<file path="src/rtl/instr_mem_loader.sv">
// instr_mem_loader: packs a big-endian byte stream into 16-bit words, writes them
// to instruction RAM at word addresses 0..WORDS-1, checks a trailing 8-bit checksum.
module instr_mem_loader #(
    parameter int ADDR_W = 4,
    parameter int WORDS  = 16
) (
    input  logic              clk,
    input  logic              reset,
    input  logic              start,
    input  logic [7:0]        rx_data,
    input  logic              rx_valid,
    output logic              rx_ready,
    output logic              wr_en,
    output logic [ADDR_W-1:0] wr_addr,
    output logic [15:0]       wr_data,
    output logic              busy,
    output logic              done,
    output logic              error,
    output logic              cpu_hold,
    output logic [ADDR_W:0]   words_written
);
    typedef enum logic [2:0] {IDLE, HI, LO, WR, CHK} state_t;

    localparam logic [ADDR_W-1:0] LAST_ADDR = ADDR_W'(WORDS - 1);
    localparam logic [ADDR_W:0]   WORDS_W   = (ADDR_W + 1)'(WORDS);

    state_t            state, state_next;
    logic [7:0]        hi_reg, sum;
    logic [ADDR_W-1:0] addr;
    logic              accept, last;

    always_ff @(posedge clk or posedge reset)
        if (reset) state <= IDLE;
        else       state <= state_next;

    always_comb begin
        rx_ready   = (state == HI) || (state == LO) || (state == CHK);
        accept     = rx_valid && rx_ready;
        last       = addr == LAST_ADDR;
        state_next = (state == IDLE && start)  ? HI :
                     (state == HI && accept)   ? LO :
                     (state == LO && accept)   ? WR :
                     (state == WR)             ? (last ? CHK : HI) :
                     (state == CHK && accept)  ? IDLE : state;
    end

    always_ff @(posedge clk or posedge reset) begin
        if (reset) begin
            wr_en         <= 1'b0;
            wr_addr       <= '0;
            wr_data       <= '0;
            busy          <= 1'b0;
            done          <= 1'b0;
            error         <= 1'b0;
            cpu_hold      <= 1'b0;
            words_written <= '0;
            hi_reg        <= '0;
            sum           <= '0;
            addr          <= '0;
        end else begin
            wr_en <= state == LO && accept;
            if (state == IDLE && start) begin
                busy          <= 1'b1;
                cpu_hold      <= 1'b1;
                done          <= 1'b0;
                error         <= 1'b0;
                sum           <= '0;
                addr          <= '0;
                words_written <= '0;
            end
            if (accept && state != CHK) sum <= sum + rx_data;
            if (state == HI && accept) hi_reg <= rx_data;
            if (state == LO && accept) begin
                wr_data <= {hi_reg, rx_data};
                wr_addr <= addr;
            end
            if (state == WR) begin
                if (words_written != WORDS_W) words_written <= words_written + 1'b1;
                if (!last) addr <= addr + 1'b1;
            end
            // cpu_hold is only released by a matching checksum
            if (state == CHK && accept) begin
                busy     <= 1'b0;
                done     <= rx_data == sum;
                error    <= rx_data != sum;
                cpu_hold <= rx_data != sum;
            end
        end
    end
endmodule

</file>
<file path="config.mk">
export PLATFORM = sky130hd
export DESIGN_NAME = instr_mem_loader
export DESIGN_NICKNAME = d
export VERILOG_FILES = /design/src/rtl/instr_mem_loader.sv
export SDC_FILE = /design/constraint.sdc
export NUM_CORES = 1
export LEC_CHECK = 0
export CELL_PAD_IN_SITES_DETAIL_PLACEMENT = 0
export CELL_PAD_IN_SITES_GLOBAL_PLACEMENT = 2
export CORE_ASPECT_RATIO = 0.6
export CORE_MARGIN = 4
export CORE_UTILIZATION = 36
export CTS_BUF_LIST = sky130_fd_sc_hd__clkbuf_4 sky130_fd_sc_hd__clkbuf_8
export DETAILED_ROUTE_END_ITERATION = 12
export HOLD_SLACK_MARGIN = 0.02
export PLACE_DENSITY_LB_ADDON = 0.2
export SKIP_CTS_REPAIR_TIMING = 1
export SLEW_MARGIN = 30
export SYNTH_ARGS = -nofsm -noshare
export SYNTH_HDL_FRONTEND = slang
export SYNTH_SLANG_ARGS = --single-unit
</file>
<file path="constraint.sdc">
create_clock -name clk -period 2.3 [get_ports clk]
set_input_delay 0.46 -clock clk [delete_from_list [all_inputs] [get_ports clk]]
set_output_delay 0.46 -clock clk [all_outputs]
set_load 0.05 [all_outputs]
</file>
* Yosys cells after proc, flatten, opt, wreduce, memory -nomap -nowiden *
Cells that the tools add are included.
Widths: inputs -> output; s select.

operators by class
  add/subtract/negate cells = 3
  eq/ne operators = 9
  muxes and demuxes = 20
  reduce and logical (&&, ||, !) cells = 12

operators by type and width
  cell                 count
  $mux 3               6
  $mux 8               2
  $mux 5               3
  $mux 4               3
  $add 8x8->8          1
  $eq 8x8->1           1
  $ne 8x8->1           1
  $eq 3x2->1 const B   2
  $logic_and 1x1->1    6
  $mux 1               6
  $add 5x1->5 const B  1
  $ne 5x5->1 const B   1
  $reduce_bool 5->1    1
  $add 4x1->4 const B  1
  $eq 4x4->1 const B   1
  $reduce_bool 2->1    2
  $eq 3x1->1 const B   1
  $eq 3x3->1 const B   1
  $logic_not 3->1      1
  $ne 3x3->1 const B   1
  $logic_or 1x1->1     2

storage, ports and cells
  register bits after elaboration = 53
  bits of input ports = 12
  output and inout port bits = 31

* Longest topological paths before layout *
  word-level depth = 10
  gate-level depth with buffers = 7

* Worst setup path after synthesis *
No wires, ideal clock.

  path type = input -> register
  start = input port rx_data[0]
  end = register sum[6]
  arrival time = 1.860 ns
  data required time = 2.176 ns
  slack = 0.316 ns
  stages = 7
  cells stage by stage = ha_1 > fa_1 > a21o_1 > a31o_2 > a21oi_1 > xor2_1 > o21ai_1

on the way
  cells in the longest elaborated chain, start to end = 2

RTL lines
  item                    RTL line  text
  start: declaration      10        input logic [7:0] rx_data,
  $add 8x8->8             71        if (accept && state != CHK) sum <= sum + rx_data;
  $mux 8                  71
  end signal: assignment  71
  end: declaration        28        logic [7:0] hi_reg, sum;

Every way passes these cells.
A chain may end at the register's enable or synchronous reset.

* Worst setup path after layout *
Same ends and word-level chain as after synthesis.

==> impl_metrics.csv <==
group,metric,value,unit
synthesis,ys_seq_area_share,53.5,%
pwr,power.clock.fraction,34.4,%
pwr,power_density,528,nW/um^2
route,wire_per_inst,16.0,um
final_layout,stdcell_count,350,
sta,slew_headroom,63.9,%
synthesis,ys_types,36,
sta,skew,0.00856,ns
placement,portBuffers,42,
placement,place_hpwl,4020,um
synthesis,synth_cells,203,
route,wl,5590,um
final_layout,finalInstanceArea,3210,um^2
pwr,intPower,1.26,mW
critical_path,start_kind,"input pin",
die,core_area,6680,um^2
clocking,cts.root.buffer_cell,"clkbuf_8",
pwr,power_leakage,1.48,nW
synthesis,syn_nets,226,
final_layout,finalNetCount,285,
pwr,p_switching,431,uW
route,drc,0,
critical_path,r2r_slack,0.39,ns
sta,post-route-period-util,94.3,%
synthesis,ys_seq_elements,53,
pwr,sw_frac_of_total,25.4,%
grt,overflow,0,
synthesis,avgSynthCellArea,12.2,um^2
sta,fmax,461,MHz
die,fp.dieH,72.3,um
final_layout,insertedDiodeCount,0,
critical_path,arrival,2.36,ns
min_path,hold_path.class,"input pin to async pin",
critical_path,critical_path_class,"input pin to flop",
grt,grt_pass1_wl,9530,um
sta,whs,0.468,ns
critical_path,cp.required,2.49,ns
critical_path,crit_path_end_kind,"flop",
clocking,clock_sinks,53,
pwr,p_seq_share,56.8,%
final_layout,largest_reg_flops,16,
placement,gp_congestion,0.758,
die,initial_core_util,37.1,%
route,vias,1726,
grt,antenna_found_initial,0,
job,max_cap_violations,0,
clocking,cts_made_buffers,5,
critical_path,worst-path-max-fanout,3,
die,die_w,115,um
route,drtAntennaViolNets,0,
clocking,cts_tree,"yes",
critical_path,reg2regPathDepth,7,
status,status,"finished clean",
clocking,clockBufferDepth,2,
synthesis,syn_area,2480,um^2
clocking,htreeDepth,2,
sta,hold_violations,0,
sta,layout_setup_ws,0.131,ns
critical_path,reg2reg_from,"sum[0]$_DFFE_PP0P_",
placement,dp.cells,342,
clocking,clk_latency,0.31,ns
final_layout,syn_to_final_growth,29.4,%
die,ios,43,
sta,finalMaxSlewViolations,0,
route,first_pass_iters,4,
critical_path,rr_endpoint,"sum[6]$_DFFE_PP0P_",
clocking,path_clk_slew,0.10,ns
pwr,peakVddDrop,302,uV
synthesis,yosysWarnings,0,
grt,grt_usage,14.8,%
die,rows,23,
die,design.die.area,8320,um^2
grt,grt_max_degree,36,
placement,dpl-instance-area,3110,um^2
pwr,pwr-share-comb,8.8,%
sta,worstMarginPinSlew,0.540,ns
final_layout,drive_gt1_share,24.3,%
route,drt_iter0_markers,64,
route,via_per_inst,4.93,
placement,preCtsSetupSlack,-0.247,ns
grt,grt_pass1_vias,1773,
sta,setup_viol,0,
sta,rsz0062_at_grt,"false",
sta,period_needed,2.17,ns
## power by group through the flow
| stage | combinational, mW | sequential, mW | clock [mW] |
|---|---|---|---|
| global placement | 0.151 | 0.980 | 0 |
| finish | 0.149 | 0.962 | 0.582 |
| detailed placement | 0.151 | 0.980 | 0 |
| floorplan | 0.0545 | 1.00 | 0 |
| global route | 0.163 | 0.965 | 0.641 |
| CTS | 0.152 | 0.962 | 0.604 |
## stage by stage
stage | power, mW | util [%] | setup TNS [ns]
floorplan | 1.06 | - | 0
global placement | 1.13 | 46.5 | -0.498
detailed placement | 1.13 | 46.5 | -0.457
CTS | 1.72 | 48.0 | 0
global route | 1.77 | 48.0 | 0
finish | 1.69 | 48.0 | 0
## cell families (layout without fill, tap and decap cells)
logic type	Yosys count	in the layout	synth area share [%]
compound gates	34	34	8.23
xor+xnor	9	9	3.18
fa+ha+maj	11	11	5.86
buf+inv	15	75	3.18
flops	53	53	53.5
mux	30	30	13.6
simple gates	51	51	12.5
## layer usage
layer / part of all wire, % / track usage [%] / vias up
met5: 0 / 0 / -
met2: 38 / 18.1 / 38
met4: 0.36 / 2.86 / 0
met3: 5.8 / 4.33 / 2
li1: - / - / 850
met1: 56 / 24.9 / 836
## synthesized netlist by cell type (all sizes together)
cell type	count	area (um^2)
a211oi	2	15.0
a21o	4	31.3
a21oi	6	30.0
a31o	2	17.5
a31oi	2	12.5
and4	1	8.76
buf	6	45.0
dfrtp	53	1330
fa	1	20.0
ha	10	125
inv	9	33.8
mux2	29	327
mux2i	1	10.0
nand2	8	30.0
nand2b	1	13.8
nand3	18	90.1
nand3b	3	26.3
nand4	3	18.8
nor2	7	28.8
nor3	5	25.0
nor3b	1	18.8
nor4	1	6.26
nor4b	2	32.5
nor4bb	1	10.0
o21ai	15	75.1
o21bai	2	15.0
o31ai	1	7.51
xnor2	3	26.3
xor2	6	52.6
## final cells by class
type	count	area (um^2)
inverters	9	33.8
repair buffers	58	563
clock inverters	2	16.3
multi-input cells	135	1080
well taps	87	109
clock buffers	6	82.6
flip-flops and latches	53	1330
fillers	632	3470
## worst max-delay path, stage by stage
cell and delay [ns]:
clkdlybuf4s50_1 0.46, ha_1 0.25, fa_2 0.36, a21o_1 0.20, a31o_2 0.24, a21oi_1 0.17
xor2_1 0.16, o21ai_1 0.07
## cell usage in the layout (no fill, tap or decap), types with 2 or more instances in the layout
cell type	synthesis	routed
buf_12	0	2
a21o_1	3	3
nor3_1	5	5
a211oi_1	2	2
mux2_2	29	29
nand3b_1	2	2
buf_4	1	15
clkbuf_8	0	6
nand2_1	8	8
o21ai_1	8	8
nor2_1	6	6
a31oi_1	2	2
xor2_1	6	6
a21oi_1	6	6
ha_1	10	10
o21bai_1	2	2
clkdlybuf4s50_1	0	41
a31o_2	2	2
inv_1	9	8
o21ai_0	7	7
nand4_1	3	3
dfrtp_1	53	53
xnor2_1	3	3
nand3_1	18	18
## how the worst max path moves through the flow
stage               start            endpoint  depth (start not counted)
6_report       rx_data[0]  sum[6]$_DFFE_PP0P_                          8
5_1_grt        rx_data[1]  sum[7]$_DFFE_PP0P_                          7
4_1_cts        rx_data[0]  sum[6]$_DFFE_PP0P_                          8
3_5_place_dp   rx_data[0]  sum[6]$_DFFE_PP0P_                          8
3_3_place_gp   rx_data[0]  sum[6]$_DFFE_PP0P_                          8
2_1_floorplan  rx_data[0]  sum[6]$_DFFE_PP0P_                          7
(Power assumes the default switching activity.)
